<file path="src/rtl/nrzi_unstuff_rx.sv">
// NRZI decoder with bit-unstuffing, stuff-violation detection and LSB-first word assembly.
// All outputs are registered and update on the edge that samples shift_enable high.
module nrzi_unstuff_rx #(
    parameter int unsigned DATA_W     = 8,
    parameter int unsigned STUFF_LEN  = 6,
    parameter bit          IDLE_LEVEL = 1'b1
) (
    input  logic              clk,
    input  logic              rst,
    input  logic              d_plus,
    input  logic              shift_enable,
    input  logic              eop,
    output logic              d_orig,
    output logic              bit_valid,
    output logic [DATA_W-1:0] rx_data,
    output logic              word_ready,
    output logic              stuff_err,
    output logic              partial_err
);

    localparam int unsigned OnesW = $clog2(STUFF_LEN + 1);
    localparam int unsigned BitsW = (DATA_W > 2) ? $clog2(DATA_W) : 1;

    localparam logic [OnesW-1:0] OnesMax = OnesW'(STUFF_LEN);
    localparam logic [BitsW-1:0] BitsMax = BitsW'(DATA_W - 1);

    logic              prev_level_q, prev_level_d;
    logic              d_orig_q, d_orig_d;
    logic [OnesW-1:0]  ones_cnt_q, ones_cnt_d;
    logic [BitsW-1:0]  bit_cnt_q, bit_cnt_d;
    logic [DATA_W-1:0] sreg_q, sreg_d;
    logic [DATA_W-1:0] rx_data_q, rx_data_d;
    logic              bit_valid_q, bit_valid_d;
    logic              word_ready_q, word_ready_d;
    logic              stuff_err_q, stuff_err_d;
    logic              partial_err_q, partial_err_d;
    logic              decoded;
    logic [DATA_W-1:0] sreg_shifted;

    always_comb begin
        prev_level_d  = prev_level_q;
        d_orig_d      = d_orig_q;
        ones_cnt_d    = ones_cnt_q;
        bit_cnt_d     = bit_cnt_q;
        sreg_d        = sreg_q;
        rx_data_d     = rx_data_q;
        stuff_err_d   = stuff_err_q;
        bit_valid_d   = 1'b0;
        word_ready_d  = 1'b0;
        partial_err_d = 1'b0;
        decoded       = (d_plus == prev_level_q);
        sreg_shifted  = {decoded, sreg_q[DATA_W-1:1]};

        if (shift_enable) begin
            if (eop) begin
                prev_level_d  = IDLE_LEVEL;
                d_orig_d      = 1'b1;
                ones_cnt_d    = '0;
                bit_cnt_d     = '0;
                sreg_d        = '0;
                stuff_err_d   = 1'b0;
                partial_err_d = (bit_cnt_q != '0);
            end else begin
                prev_level_d = d_plus;
                d_orig_d     = decoded;
                if (ones_cnt_q == OnesMax) begin
                    // Bit after a full run of ones: stuffed 0 or a violation; dropped either way.
                    ones_cnt_d = '0;
                    if (decoded) begin
                        stuff_err_d = 1'b1;
                    end
                end else begin
                    bit_valid_d = 1'b1;
                    ones_cnt_d  = decoded ? ones_cnt_q + 1'b1 : '0;
                    sreg_d      = sreg_shifted;
                    if (bit_cnt_q == BitsMax) begin
                        rx_data_d    = sreg_shifted;
                        word_ready_d = 1'b1;
                        bit_cnt_d    = '0;
                    end else begin
                        bit_cnt_d = bit_cnt_q + 1'b1;
                    end
                end
            end
        end
    end

    always_ff @(posedge clk) begin
        if (rst) begin
            prev_level_q  <= IDLE_LEVEL;
            d_orig_q      <= 1'b1;
            ones_cnt_q    <= '0;
            bit_cnt_q     <= '0;
            sreg_q        <= '0;
            rx_data_q     <= '0;
            bit_valid_q   <= 1'b0;
            word_ready_q  <= 1'b0;
            stuff_err_q   <= 1'b0;
            partial_err_q <= 1'b0;
        end else begin
            prev_level_q  <= prev_level_d;
            d_orig_q      <= d_orig_d;
            ones_cnt_q    <= ones_cnt_d;
            bit_cnt_q     <= bit_cnt_d;
            sreg_q        <= sreg_d;
            rx_data_q     <= rx_data_d;
            bit_valid_q   <= bit_valid_d;
            word_ready_q  <= word_ready_d;
            stuff_err_q   <= stuff_err_d;
            partial_err_q <= partial_err_d;
        end
    end

    assign d_orig      = d_orig_q;
    assign bit_valid   = bit_valid_q;
    assign rx_data     = rx_data_q;
    assign word_ready  = word_ready_q;
    assign stuff_err   = stuff_err_q;
    assign partial_err = partial_err_q;

endmodule
</file>
<file path="config.mk">
export PLATFORM = sky130hd
export DESIGN_NAME = nrzi_unstuff_rx
export DESIGN_NICKNAME = d
export VERILOG_FILES = /design/src/rtl/nrzi_unstuff_rx.sv
export SDC_FILE = /design/constraint.sdc
export NUM_CORES = 1
export LEC_CHECK = 0
export BUFFER_PORTS_ARGS = -buffer_cell sky130_fd_sc_hd__buf_4
export CORE_ASPECT_RATIO = 1.2
export CORE_MARGIN = 4
export CORE_UTILIZATION = 54
export DETAILED_ROUTE_END_ITERATION = 6
export GPL_ROUTABILITY_DRIVEN = 0
export PLACE_DENSITY_LB_ADDON = 0.2
export SYNTH_ARGS = -nofsm -noshare
export SYNTH_HDL_FRONTEND = slang
export SYNTH_SLANG_ARGS = --single-unit
</file>
<file path="constraint.sdc">
create_clock -name clk -period 2.1 [get_ports clk]
set_clock_uncertainty 0.2 [all_clocks]
set_input_delay 0.105 -clock clk [delete_from_list [all_inputs] [get_ports clk]]
set_output_delay 0.105 -clock clk [all_outputs]
set_load 0.05 [all_outputs]
</file>
==> run_results.csv, run 1 <==
group,metric,value,unit
hold_path,whs_path_depth,2,
worst_setup_path,r2r_slack,0.13,ns
outcome,status,"complete, no violations",
synth,syn-num-nets,124,
worst_setup_path,path_delay_family,"buffers and inverters",
finish,drive_gt1_share,19.4,%
route,drcViolationCount,0,
worst_setup_path,worstPathArrival,2.00,ns
timing,slew_viol_final,0,
worst_setup_path,cp-start-kind,"input pin",
synth,synth_seq_cells,27,
worst_setup_path,cpMaxStageDelayCell,"dlygate4sd3_1",
global_routing,use_met2,29.9,%
pwr,switching_share,23.5,%
finish,final_cell_area,0.00132,sq mm
synth,syn_avg_cell_area,9.95,sq um
placed_design,place_area,0.00123,sq mm
pwr,switching_power,0.000190,W
pwr,ir_drop,0.489,mV
worst_setup_path,crit_type,"in2reg",
timing,max_freq,0.506,GHz
synth,synth_compound_area_share,24.4,%
worst_setup_path,crit_top_cell,"dlygate4sd3_1",
global_routing,first_global_vias,885,
pwr,p_comb_share,8.4,%
route,ant_nets,0,
finish,diodes,0,
global_routing,grt_max_degree,22,
floorplanning,chipHeight,58.2,um
global_routing,grt_usage,17.0,%
pwr,power_density,612,mW/mm^2
global_routing,grt_pass1_wl,3.88,mm
floorplanning,row_count,17,
floorplanning,core_area,0.00191,sq mm
route,wl_per_cell,15.0,um
timing,finalCritPeriodShare,94.2,%
floorplanning,die_w,49.9,um
timing,rsz0062_at_grt,"false",
worst_setup_path,r2r_cells,6,
timing,setup_ws,0.122,ns
worst_setup_path,path_depth,6,
worst_setup_path,cp_num_buf_inv,3,
cts,cts_tree,"built",
synth,synthCells,114,
timing,tightest_slew,0.527,ns
cts,cts_buffer_depth,2,
cts,root_buffer,"clkbuf_4",
hold_path,min_path_type,"reg2reg",
synth,synth.area.mux_share,0,%
pwr,p_seq_share,64.9,%
cts,cts.sinks,27,
pwr,p_clk_share,26.7,%
pwr,leakage,0.522,nW
route,first_pass_iters,4,
synth,synth_xor_xnor_area_share,0.772,%
cts,htreeDepth,1,
synth,synthSimpleGateAreaFrac,13.7,%
timing,hold_viol,0,
route,routed_wl,2.30,mm
route,num_vias,950,
global_routing,met3_usage,2.57,%
worst_setup_path,end_kind,"register",
cts,cts-buffers-inserted,3,
timing,slew-limit-headroom,64.9,%
route,via_per_inst,6.21,
synth,synth_seq_area_share,47.6,%
placed_design,dp.cells,143,
global_routing,grt.busiest_layer,"met2",
worst_setup_path,max_stage_delay,0.57,ns
floorplanning,fp.dieArea,0.00290,sq mm
global_routing,antenna_found_initial,0,
synth,synth_top_family_by_area,"compound AO/OA/AOI/OAI gates",
global_routing,grt_util_met1,19.8,%
cts,clk_pin_slew_worst_paths,0.14,ns
worst_setup_path,critPathMaxFanout,12,
floorplanning,initial_core_util,59.3,%
synth,ys_types,31,
timing,tns,0,ns
cts,clk_latency,0.31,ns
pwr,internal_power,0.000619,W
floorplanning,num_io_pins,18,
finish,syn_to_final_growth,16.3,%
finish,nNetsFinal,145,
global_routing,overflow,0,
finish,fin_cells,153,
job,cap_violations,0,
placed_design,port_buffers,17,
placed_design,place_worst_setup_slack,0.409,ns
cts,cts_setup_buffers,0,
synth,ys_warn_count,0,
worst_setup_path,crit_path_cell_trace,"dlygate4sd3_1 -> buf_4 -> nand2b_1 -> o22ai_1 -> dlygate4sd3_1 -> nand2_1",
route,initialDrtViolationCount,18,
synth,synthAdderAreaFrac,5.51,%
worst_setup_path,cp_data_required_time,2.12,ns
timing,fin_crit,1.98,ns
synth,syn_area,0.00113,sq mm
placed_design,dp_hpwl,1.56,mm
timing,setup_violations,0,
[per-layer routing]
layer,up-vias,share of wire [%]
li1,469,-
met1,455,42
met2,22,53
met3,4,3.3
met4,0,1.1
met5,-,0
[through the flow]
| step | hold WS (ns) | power [W] | util, % |
|---|---|---|---|
| finish | 0.278 | 0.000808 | 69.0 |
| global route | 0.287 | 0.000838 | 69.0 |
| CTS | 0.282 | 0.000810 | 68.9 |
| detailed placement | 0.134 | 0.000595 | 64.4 |
| global placement | 0.136 | 0.000594 | 64.4 |
| floorplan | -0.00535 | 0.000580 | - |
[cell families after synthesis]
group	count (synthesis)
AOI/OAI and AO/OA	41
DFF	27
and+or+nand+nor	24
buffers and inverters	16
adders and majority gates	5
xor gates and xnor gates	1
[what timing repair did]
| item | 4_1_cts | 5_1_grt |
|---|---|---|
| endpoints found under the hold margin | 21 | 0 |
| gates resized for setup | 0 | 1 |
| endpoints found under the setup margin | 0 | 1 |
| hold buffers | 6 | 0 |
[worst min-delay path, cell delays in order (launching register included)]
cell	delay, ns
dfxtp_1	0.33
o31ai_1	0.06
a21oi_1	0.06
[worst paths after layout]
path / from / endpoint
setup / recovery: eop / prev_level_q
hold / removal: rx_data[1] / rx_data[1]
setup reg to reg: ones_cnt_q[0] / stuff_err
hold reg to reg: rx_data[1] / rx_data[1]
[cell usage in the layout (no fill, tap or decap)]
cell type,n
o22ai_1,2
nand2_1,3
and2_4,1
a2111oi_0,1
clkbuf_4,3
a311oi_1,1
nand3_1,5
o211a_1,1
dfxtp_2,1
and3b_1,1
dfxtp_1,26
nor4_1,2
and2b_2,1
a21oi_1,13
ha_1,5
dlygate4sd3_1,6
a211oi_1,1
a31oi_1,2
buf_4,18
o21ai_0,3
a21oi_2,1
xnor2_1,1
nand3b_1,1
a22o_1,6
nor3_4,1
nand2b_1,1
inv_1,7
o31ai_1,10
clkbuf_1,1
nand4_1,8
clkinv_1,1
[power groups by stage]
| stage | clock network, W | registers, W | logic (W) |
|---|---|---|---|
| 2_1_floorplan | 0 | 0.000541 | 0.0000388 |
| 3_3_place_gp | 0 | 0.000535 | 0.0000585 |
| 3_5_place_dp | 0 | 0.000535 | 0.0000596 |
| 4_1_cts | 0.000219 | 0.000524 | 0.0000670 |
| 5_1_grt | 0.000237 | 0.000526 | 0.0000754 |
| 6_report | 0.000216 | 0.000525 | 0.0000682 |
[flip-flops by register name, summed over array words and instances (netlist names)]
name          flops
d_orig            1
sreg_q            7
bit_valid         1
prev_level_q      1
partial_err       1
rx_data           8
word_ready        1
ones_cnt_q        3
bit_cnt_q         3
stuff_err         1
[Yosys cell counts]
cell type	count	area share [%]
a2111oi_0	1	0.77
a211oi_1	1	0.66
a21oi_1	13	5.7
a21oi_2	1	0.77
a22o_1	6	4.6
a311oi_1	1	0.77
a31oi_1	2	1.1
and2_4	1	0.77
and2b_2	1	0.77
and3b_1	1	0.77
buf_2	2	0.88
buf_4	3	2.0
buf_6	1	0.99
clkbuf_1	1	0.33
clkbuf_8	1	1.2
clkinv_1	1	0.33
dfxtp_1	27	48
ha_1	5	5.5
inv_1	7	2.3
nand2_1	3	0.99
nand2b_1	1	0.55
nand3_1	5	2.2
nand3b_1	1	0.66
nand4_1	8	4.4
nor3_4	1	1.4
nor4_1	2	1.1
o211a_1	1	0.88
o21ai_0	3	1.3
o22ai_1	2	1.1
o31ai_1	10	6.6
xnor2_1	1	0.77
[cell type report]
type | instances | area [sq um]
clock buffers | 4 | 26.3
inverters | 8 | 30.0
repair buffers | 24 | 195
well taps | 19 | 23.8
fillers | 154 | 594
multi-input cells | 71 | 503
flip-flops and latches | 27 | 542
(Power assumes the default switching activity.)
==> inputs of run 2 (changes only) <==
- CORE_UTILIZATION: 54 -> 48
- clock period: 2.1 -> 1.6 ns (I/O delays scaled with it)
==> run 2 against run 1 <==
Against the previous run: die area grew 11%; final cell count grew 11%; worst hold slack gained 0.0026 ns; sequential share of layout area shrank 2.1 points; count of clock-buffer cells in the layout shrank 1; combinational power grew 48%; setup slack lost 0.064 ns.
==> run_results.csv, run 2 (synthesized netlist as in run 1, its figures left out) <==
group,metric,value,unit
worst_setup_path,cp-start-kind,"register",
worst_setup_path,path_delay_family,"compound AO/OA/AOI/OAI gates",
route,via_per_inst,5.76,
global_routing,antenna_found_initial,0,
timing,fin_crit,1.54,ns
worst_setup_path,critPathMaxFanout,6,
global_routing,overflow,0,
route,ant_nets,0,
worst_setup_path,crit_path_cell_trace,"ha_2 -> nand3b_1 -> a21oi_2 -> a22o_1",
global_routing,grt_usage,16.4,%
floorplanning,initial_core_util,49.7,%
floorplanning,fp.dieArea,0.00321,sq mm
worst_setup_path,cp_data_required_time,1.67,ns
cts,clk_pin_slew_worst_paths,0.14,ns
finish,largest_register_ffs,8,
pwr,p_clk_share,26.6,%
worst_setup_path,r2r_slack,0.06,ns
finish,drive_gt1_share,28.1,%
cts,cts.sinks,27,
finish,layout_commonest_cell,"dfxtp_1",
finish,syn_to_final_growth,22.6,%
cts,htreeDepth,1,
worst_setup_path,end_kind,"register",
finish,diodes,0,
timing,slew-limit-headroom,78.5,%
route,num_vias,980,
finish,layout_common_cells,"dfxtp_1 (26), buf_4 (24), a21oi_1 (13)",
floorplanning,core_area,0.00228,sq mm
outcome,status,"complete, no violations",
worst_setup_path,cpMaxStageDelayCell,"dfxtp_1",
route,routed_wl,2.45,mm
pwr,leakage,0.554,nW
hold_path,whs_path_depth,2,
cts,cts-buffers-inserted,3,
cts,root_buffer,"clkbuf_4",
global_routing,first_global_vias,899,
pwr,switching_share,24.1,%
cts,cts_tree,"built",
pwr,switching_power,0.000259,W
global_routing,grt_pass1_wl,3.95,mm
timing,setup_violations,0,
worst_setup_path,crit_type,"reg2reg",
placed_design,dp_hpwl,1.66,mm
worst_setup_path,r2r_end,"sreg_q[6]",
cts,cts_buffer_depth,2,
timing,finalCritPeriodShare,96.4,%
timing,slew_viol_final,0,
worst_setup_path,worstPathArrival,1.62,ns
route,wl_per_cell,14.4,um
pwr,internal_power,0.000816,W
route,initialDrtViolationCount,26,
floorplanning,chipHeight,61.3,um
pwr,power_density,772,mW/mm^2
floorplanning,num_io_pins,18,
pwr,p_comb_share,9.4,%
placed_design,port_buffers,17,
pwr,ir_drop,0.493,mV
pwr,power.total,0.00107,W
job,cap_violations,0,
timing,hold_viol,0,
hold_path,hold_path_end,"rx_data[2]",
timing,tightest_slew,0.314,ns
finish,final_cell_area,0.00139,sq mm
cts,clk_latency,0.32,ns
global_routing,grt_max_degree,22,
pwr,p_seq_share,63.9,%
timing,max_freq,0.648,GHz
route,drcViolationCount,0,
placed_design,place_area,0.00128,sq mm
worst_setup_path,r2r_cells,4,
worst_setup_path,cp_num_buf_inv,0,
floorplanning,die_w,52.4,um
hold_path,hp-start,"rx_data[2]",
floorplanning,row_count,19,
route,first_pass_iters,4,
finish,fin_util,61.0,%
timing,hold_ws,0.281,ns
worst_setup_path,max_stage_delay,0.39,ns
hold_path,min_path_type,"reg2reg",
timing,rsz0062_at_grt,"false",
timing,tns,0,ns
worst_setup_path,timing.rr.start,"ones_cnt_q[1]",
finish,nNetsFinal,150,
run 2: routing by layer:
layer	vias to the layer above	wire length, um	global-route usage, %
met5	-	0	0
met4	0	41	7.66
met3	6	124	2.18
met2	30	1220	26.8
met1	461	1060	21.6
li1	483	-	-
run 2: stage by stage:
stage | instances | setup WS [ns]
final | 170 | 0.0579
after global routing | 170 | 0.0115
after CTS | 170 | 0.0150
after detailed placement | 159 | -0.0500
after global placement | 159 | -0.00405
after floorplan | 114 | 0.00458
run 2: area by class of cell:
| cell class | count | area, sq um |
|---|---|---|
| fillers | 202 | 891 |
| flip-flops and latches | 27 | 542 |
| multi-input cells | 72 | 531 |
| repair buffers | 28 | 220 |
| well taps | 31 | 38.8 |
| inverters | 8 | 32.5 |
| clock buffers | 3 | 22.5 |
| clock inverters | 1 | 5.00 |
run 2: worst max-delay path by stage:
stage	start	endpoint	slack (ns)	cells past startpoint
finish	ones_cnt_q[1]	sreg_q[6]	0.06	4
detailed placement	ones_cnt_q[0]	sreg_q[6]	-0.05	5
global placement	ones_cnt_q[0]	bit_cnt_q[1]	-0.004	5
global route	ones_cnt_q[1]	bit_cnt_q[1]	0.01	4
CTS	eop	sreg_q[6]	0.01	5
floorplan	bit_cnt_q[0]	rx_data[0]	0.005	6
run 2: what timing repair did:
| item | CTS | global route |
|---|---|---|
| buffers inserted | 2 | 0 |
| endpoints found under the hold margin | 21 | 0 |
| gates resized for setup | 3 | 5 |
| hold buffers | 4 | 0 |
| cloned | 1 | 0 |
| pin swaps | 2 | 2 |
| setup endpoints to repair | 14 | 16 |
run 2: power groups by stage:
stage | registers (W) | logic [W] | clock network (W)
2_1_floorplan | 0.000710 | 0.0000509 | 0
3_3_place_gp | 0.000701 | 0.0000859 | 0
3_5_place_dp | 0.000702 | 0.0000872 | 0
4_1_cts | 0.000687 | 0.0000977 | 0.000299
5_1_grt | 0.000688 | 0.000110 | 0.000320
6_report | 0.000687 | 0.000101 | 0.000286
run 2: worst register-to-register path, stage by stage, from the launching register on:
cell and delay (ns):
dfxtp_1 0.39, ha_2 0.26, nand3b_1 0.13, a21oi_2 0.32, a22o_1 0.20
==> inputs of run 3 (changes only) <==
- PLACE_DENSITY: default -> 0.8
- PLACE_DENSITY_LB_ADDON: 0.2 -> default
- REMOVE_ABC_BUFFERS: default -> 1
==> run 3 against run 2 <==
Against the previous run: clock power hardly changed; flip-flop and latch count did not move; first-iteration DRC count increased by 19%; largest power group unchanged; global-route usage increased by 0.051 points; utilization is 0.055 points higher; count of clock-buffer cells in the layout grew 1; sequential power is essentially flat; sequential share of layout area hardly changed; critical endpoint unchanged; die area unchanged; combinational power about the same.
==> run_results.csv, run 3 (synthesized netlist as in run 1, its figures left out) <==
group,metric,value,unit
route,initialDrtViolationCount,31,
placed_design,port_buffers,17,
worst_setup_path,max_stage_delay,0.38,ns
cts,htreeDepth,1,
floorplanning,row_count,19,
route,drcViolationCount,0,
cts,cts-buffers-inserted,3,
floorplanning,core_area,0.00228,sq mm
global_routing,antenna_found_initial,0,
outcome,status,"complete, no violations",
floorplanning,chipHeight,61.3,um
timing,rsz0062_at_grt,"false",
worst_setup_path,end_kind,"register",
placed_design,dp.cells,158,
timing,max_freq,0.654,GHz
floorplanning,num_io_pins,18,
route,via_per_inst,5.70,
pwr,ir_drop,0.571,mV
worst_setup_path,cp-start-kind,"register",
pwr,power_density,773,mW/mm^2
route,num_vias,963,
worst_setup_path,crit_path_cell_trace,"inv_2 -> ha_4 -> and2_4 -> nor3_4 -> a22o_1",
floorplanning,die_w,52.4,um
global_routing,grt_usage,16.5,%
worst_setup_path,worstPathArrival,1.60,ns
hold_path,min_path_type,"in2reg",
timing,finalCritPeriodShare,95.5,%
cts,cts.sinks,27,
finish,num-fill-cells,210,
global_routing,met3_usage,1.69,%
timing,hold_ws,0.0253,ns
timing,tightest_slew,0.552,ns
global_routing,grt_util_met1,19.8,%
finish,fin_util,61.0,%
finish,largest_register_ffs,8,
timing,hold_viol,0,
global_routing,overflow,0,
worst_setup_path,critPathMaxFanout,7,
floorplanning,initial_core_util,49.7,%
route,first_pass_iters,4,
route,ant_nets,0,
finish,layout_commonest_cell,"dfxtp_1",
route,routed_wl,2.52,mm
cts,clk_pin_slew_worst_paths,0.14,ns
placed_design,dp_hpwl,1.77,mm
worst_setup_path,cpMaxStageDelayCell,"dfxtp_2",
placed_design,place_worst_setup_slack,-0.0656,ns
finish,syn_to_final_growth,22.7,%
timing,setup_ws,0.0713,ns
global_routing,grt.busiest_layer,"met2",
timing,slew-limit-headroom,63.2,%
cts,cts_buffer_depth,2,
finish,nNetsFinal,149,
finish,diodes,0,
route,wl_per_cell,14.9,um
cts,root_buffer,"clkbuf_4",
global_routing,grt_pass1_wl,4.07,mm
timing,fin_crit,1.53,ns
timing,slew_viol_final,0,
global_routing,first_global_vias,921,
cts,cts_tree,"built",
global_routing,use_met2,30.7,%
worst_setup_path,crit_type,"reg2reg",
finish,fin_cells,169,
job,cap_violations,0,
timing,setup_violations,0,
finish,layout_common_cells,"dfxtp_1 (26), buf_4 (22), a21oi_1 (13)",
finish,drive_gt1_share,25.4,%
floorplanning,fp.dieArea,0.00321,sq mm
pwr,leakage,0.548,nW
worst_setup_path,cp_data_required_time,1.67,ns
global_routing,grt_max_degree,22,
timing,tns,0,ns
cts,clk_latency,0.31,ns
-- run 3: path summary, 6_finish.rpt --
check / start / endpoint / slack (ns) / depth (start not counted)
worst min register to register: ones_cnt_q[0] / ones_cnt_q[0] / 0.28 / 1
worst min-delay path: shift_enable / sreg_q[2] / 0.03 / 3
worst max register to register: ones_cnt_q[0] / sreg_q[6] / 0.07 / 5
worst max-delay path: ones_cnt_q[0] / sreg_q[6] / 0.07 / 5
-- run 3: area by class of cell --
cell class                 instances  area, sq um  area share [%]
inverter                           8         32.5            2.34
timing repair buffer              27          215            15.5
multi-input combinational         72          538            38.6
sequential                        27          542            38.9
tap                               31         38.8            2.79
clock buffer                       4         26.3            1.89
-- run 3: repair_timing --
action                                  CTS  global route
resized for setup                         3             5
pin swaps                                 2             2
hold endpoints to repair                 21             0
hold buffers                              5             0
endpoints found under the setup margin   14            12
gates cloned                              1             0
setup buffers                             0             1
-- run 3: metal layers --
layer,up-vias,share of wire [%],routed length [um]
li1,480,-,-
met1,433,40,1010
met2,44,53,1330
met3,6,5.6,140
met4,0,1.6,40
met5,-,0,0
-- run 3: critical path, delay by kind of cell, from the launching register on --
kind                     cells  cell delay (ns)
AO/OA/AOI/OAI                1             0.19
AND/OR/NAND/NOR              2             0.49
buffers and inverters        1             0.05
flip-flops                   1             0.38
adder cells (fa/ha/maj)      1             0.17
-- run 3: stage by stage --
stage               total power (W)  instance area [sq um]
finish                      0.00108                   1390
global route                0.00111                   1390
CTS                         0.00107                   1360
detailed placement         0.000786                   1270
global placement           0.000783                   1270
floorplan                  0.000746                   1070
-- run 3: power breakdown --
| part | leakage (nW) | total, W | internal (W) | switching [W] |
|---|---|---|---|---|
| registers | 0.219 | 0.000688 | 0.000682 | 0.00000605 |
| clock network | 0.0150 | 0.000286 | 0.0000974 | 0.000188 |
| logic | 0.314 | 0.000103 | 0.0000401 | 0.0000630 |
| total | 0.548 | 0.00108 | 0.000819 | 0.000257 |
